**src/rtl/serial_subtractor.sv**
```systemverilog
// Bit-serial unsigned subtractor (a - b), LSB first, with start/done handshake.
// Define SUB_OVF_EN to add the registered signed-overflow output ovf.
module serial_subtractor #(
  parameter int unsigned WIDTH = 4
) (
  input  logic             clk,
  input  logic             rst_n,
  input  logic             start,
  input  logic [WIDTH-1:0] a,
  input  logic [WIDTH-1:0] b,
  output logic             busy,
  output logic             done,
  output logic [WIDTH-1:0] diff,
  output logic             bout
`ifdef SUB_OVF_EN
  ,
  output logic             ovf
`endif
);

  localparam int unsigned CntW = $clog2(WIDTH + 1);
  localparam logic [CntW-1:0] LastCnt = CntW'(WIDTH - 1);

  typedef enum logic [0:0] {StIdle, StShift} state_e;

  state_e           state_q;
  logic [WIDTH-1:0] a_q, b_q, res_q;
  logic             br_q;
  logic [CntW-1:0]  cnt_q;
`ifdef SUB_OVF_EN
  logic             a_msb_q, b_msb_q;
`endif

  logic             ai, bi, d, br_d, last;
  logic [WIDTH-1:0] res_d;

  // Single full-subtractor cell plus result shift-in.
  always_comb begin
    ai    = a_q[0];
    bi    = b_q[0];
    d     = ai ^ bi ^ br_q;
    br_d  = (~ai & bi) | (~(ai ^ bi) & br_q);
    res_d = {d, res_q[WIDTH-1:1]};
    last  = (cnt_q == LastCnt);
  end

  always_ff @(posedge clk or negedge rst_n) begin
    if (!rst_n) begin
      state_q <= StIdle;
      a_q     <= '0;
      b_q     <= '0;
      res_q   <= '0;
      br_q    <= 1'b0;
      cnt_q   <= '0;
      busy    <= 1'b0;
      done    <= 1'b0;
      diff    <= '0;
      bout    <= 1'b0;
`ifdef SUB_OVF_EN
      a_msb_q <= 1'b0;
      b_msb_q <= 1'b0;
      ovf     <= 1'b0;
`endif
    end else begin
      done <= 1'b0;
      case (state_q)
        StIdle: begin
          if (start) begin
            a_q     <= a;
            b_q     <= b;
            res_q   <= '0;
            br_q    <= 1'b0;
            cnt_q   <= '0;
            busy    <= 1'b1;
            state_q <= StShift;
`ifdef SUB_OVF_EN
            a_msb_q <= a[WIDTH-1];
            b_msb_q <= b[WIDTH-1];
`endif
          end
        end
        StShift: begin
          a_q   <= a_q >> 1;
          b_q   <= b_q >> 1;
          res_q <= res_d;
          br_q  <= br_d;
          cnt_q <= cnt_q + CntW'(1);
          // Final bit: publish the result including the bit computed this edge.
          if (last) begin
            diff    <= res_d;
            bout    <= br_d;
            done    <= 1'b1;
            busy    <= 1'b0;
            state_q <= StIdle;
`ifdef SUB_OVF_EN
            ovf     <= (a_msb_q != b_msb_q) && (res_d[WIDTH-1] != a_msb_q);
`endif
          end
        end
        default: state_q <= StIdle;
      endcase
    end
  end

endmodule

```
**config.mk**
```make
export PLATFORM = sky130hd
export DESIGN_NAME = serial_subtractor
export DESIGN_NICKNAME = d
export VERILOG_FILES = /design/src/rtl/serial_subtractor.sv
export SDC_FILE = /design/constraint.sdc
export NUM_CORES = 1
export LEC_CHECK = 0
export CAP_MARGIN = 20
export CORE_ASPECT_RATIO = 0.7
export CORE_UTILIZATION = 40
export DETAILED_ROUTE_END_ITERATION = 10
export PLACE_DENSITY_LB_ADDON = 0.3
export SETUP_SLACK_MARGIN = 0.15
export SKIP_LAST_GASP = 1
export SYNTH_ARGS = -nofsm -noshare
export SYNTH_HDL_FRONTEND = slang
export SYNTH_SLANG_ARGS = --single-unit
```
**constraint.sdc**
```tcl
create_clock -name clk -period 1.34 [get_ports clk]
set_clock_uncertainty 0.1 [all_clocks]
set_input_delay 0.268 -clock clk [delete_from_list [all_inputs] [get_ports clk]]
set_output_delay 0.268 -clock clk [all_outputs]
set_load 0.1 [all_outputs]
```
==> out/metrics.cfg <==
[run_status]
status = finished, violations left
violations = negative setup slack

[critical_path]
crit_slowest_cell = fa_2
r2r-end = diff[3]
cp.buffers_inverters = 1
worstPathMaxFanout = 2
end_kind = flop
worstSetupPathType = reg2reg
cp.required_ns = 1.46
reg2reg_from = br_q
crit_arrival_ns = 1.52
slowest_delay_ns = 0.45
critical_path.startpoint_type = flop
cp.depth = 3
reg2reg_depth = 3
path_delay_family = adder cells
crit_path_cell_trace = inv_2 > fa_2 > mux2_4
rrSetupSlack_ns = -0.06

[power]
p_leak_nw = 0.701
switching_share_pct = 42.8
powerDensity_nw_per_um2 = 2680
ir_worst_vdd_mv = 1.21
combPwrFrac_pct = 59.4
pwr-share-seq_pct = 32.5
p_total_mw = 3.95
internal-power_mw = 2.26
p_clk_share_pct = 8.1
switchingPower_mw = 1.69

[sta]
worst_slack_ns = -0.0647
setup_violations = 6
slew_headroom_pct = 78.5
worstMarginPinSlew_ns = 0.322
finalCriticalPeriod_ns = 1.40
hold_viol = 0
finalCritPeriodShare_pct = 105
rsz0062_at_grt = true
whs_ns = 0.181
final_max_slew_viol_count = 0
fmax_mhz = 712
setup-tns-final_ns = -0.202

[synth]
ys_warn_count = 0
syn_nets = 93
synth.distinct_cells = 15
synth_top_cell_by_area = dfrtp_1
ys_top_cells_by_area = dfrtp_1 (59%), mux2i_1 (9.2%), mux2_2 (6.9%)
synth_area_sq_um = 978
synth.top_cell.area_share_pct = 58.8
syn_inst = 78
yosysSeqAreaShare_pct = 58.8
synth_area_per_cell_sq_um = 12.5
synth_seq_cells = 23

[global_routing]
grt_pass1_vias = 641
grt_max_degree = 24
grt_usage_pct = 15.3
grt_pass1_wl_microns = 2870
grt_antenna_before_repair = 0
grt_overflow = 0

[detailed_routing]
met3_length_microns = 74
drtIter0Drc = 23
met2_length_microns = 745
firstDrtPassIters = 2
highest_layer = met4
vias = 641
route.detailed.drc = 0
m1WireLength_microns = 803
vias_per_cell = 4.58
wire_per_inst_microns = 11.7
ant_nets = 0
drt-total-wl_microns = 1640

[cells_and_area]
final_common_cell = dfrtp_1
antenna_cells = 0
drive_above_1_share_pct = 43.5
area_growth_pct = 50.5
fill_cells = 171
layout_common_cells = dfrtp_1 (16), clkdlybuf4s50_1 (10), buf_4 (10)
layout.cells.non_filler = 140
design.final.nets = 124

[clocking]
htreeDepth = 1
cts_buffers = 3
cts.reportedPaths.clkPinSlew_ns = 0.13
cts_tree = built
clkSinkCount = 23
cts-root-buf = clkbuf_4
clock_latency_ns = 0.31
clockBufferDepth = 2
cts_hold_buffers = 0

[die]
ios = 18
die-width_microns = 61.1
die_height_microns = 43.4
floorplan.initialDensity_pct = 44.0
die-area_sq_um = 2650
core-area_sq_um = 2220
std_cell_rows = 14

[worst_hold_path]
hold_class = in2async

[place]
io_buffers = 17
gp_congestion = 0.691
hpwl_microns = 1170
dp.cells = 130

[job]
max_cap_viol_count = 0

per-stage QoR:
step	worst slack [ns]	area (sq um)	util, %
after floorplan	-0.00350	1030	-
after global placement	-0.110	1360	61.2
after detailed placement	-0.146	1360	61.2
after CTS	-0.0677	1420	63.9
after global routing	-0.102	1470	66.2
final	-0.0647	1470	66.2
registers in the layout (all words and copies together) (netlist names), 3 cells and up:
signal,flops
diff,4
res_q,3
a_q,4
cnt_q,3
b_q,4
kinds of logic (layout without fill, tap and decap cells):
| kind of cell | after synthesis | after routing | synth area share (%) |
|---|---|---|---|
| compound gates | 13 | 13 | 9.08 |
| simple gates | 11 | 11 | 4.73 |
| flops | 23 | 23 | 58.8 |
| buf+inv | 12 | 42 | 5.37 |
| mux | 15 | 15 | 16.1 |
| fa+ha+maj | 4 | 4 | 5.88 |
final cells by class:
type                            instances  area (sq um)  area share (%)
Multi-Input combinational cell         43           424            28.8
Sequential cell                        23           584            39.7
Clock buffer                            3          22.5            1.53
Inverter                                8          30.0            2.04
Clock inverter                          1          5.00           0.340
Timing Repair Buffer                   30           367            24.9
Tap cell                               32          40.0            2.72
Yosys cell counts, drive strengths merged:
cell    n
a22o    6
nand2   7
mux2    6
buf     4
nor2    4
fa      1
o22ai   1
inv     8
dfrtp  23
mux2i   9
ha      3
o21ai   6
power groups by stage:
stage | clock, mW | combinational, mW | sequential, mW
2_1_floorplan | 0 | 0.820 | 1.83
3_3_place_gp | 0 | 2.09 | 1.26
3_5_place_dp | 0 | 2.14 | 1.27
4_1_cts | 0.330 | 2.24 | 1.27
5_1_grt | 0.357 | 2.52 | 1.32
6_report | 0.320 | 2.34 | 1.28
worst reg2reg max path, cell delays in order, from the launching register on:
cell and delay, ns:
dfrtp_1 0.42, inv_2 0.07, fa_2 0.45, mux2_4 0.27
layer usage:
layer / vias up / track usage, %
met5: - / 0
met4: 0 / 6.82
met3: 2 / 5.67
met2: 12 / 23.3
met1: 306 / 19.6
li1: 321 / -
how the worst max path moves through the flow:
stage,startpoint,endpoint,slack (ns)
final,br_q,diff[3],-0.06
after floorplan,cnt_q[1],diff[0],-0.003
after global placement,start,b_q[0],-0.11
after global routing,br_q,diff[3],-0.10
after detailed placement,start,b_q[2],-0.15
after CTS,br_q,diff[3],-0.07
timing repair:
action                     in CTS  in global routing
setup endpoints to repair      15                 21
pin swaps                       5                  3
buffers inserted                3                  3
gates cloned                    0                  0
gates resized for setup         3                  7
No activity file was read; power rests on OpenSTA's default activity.
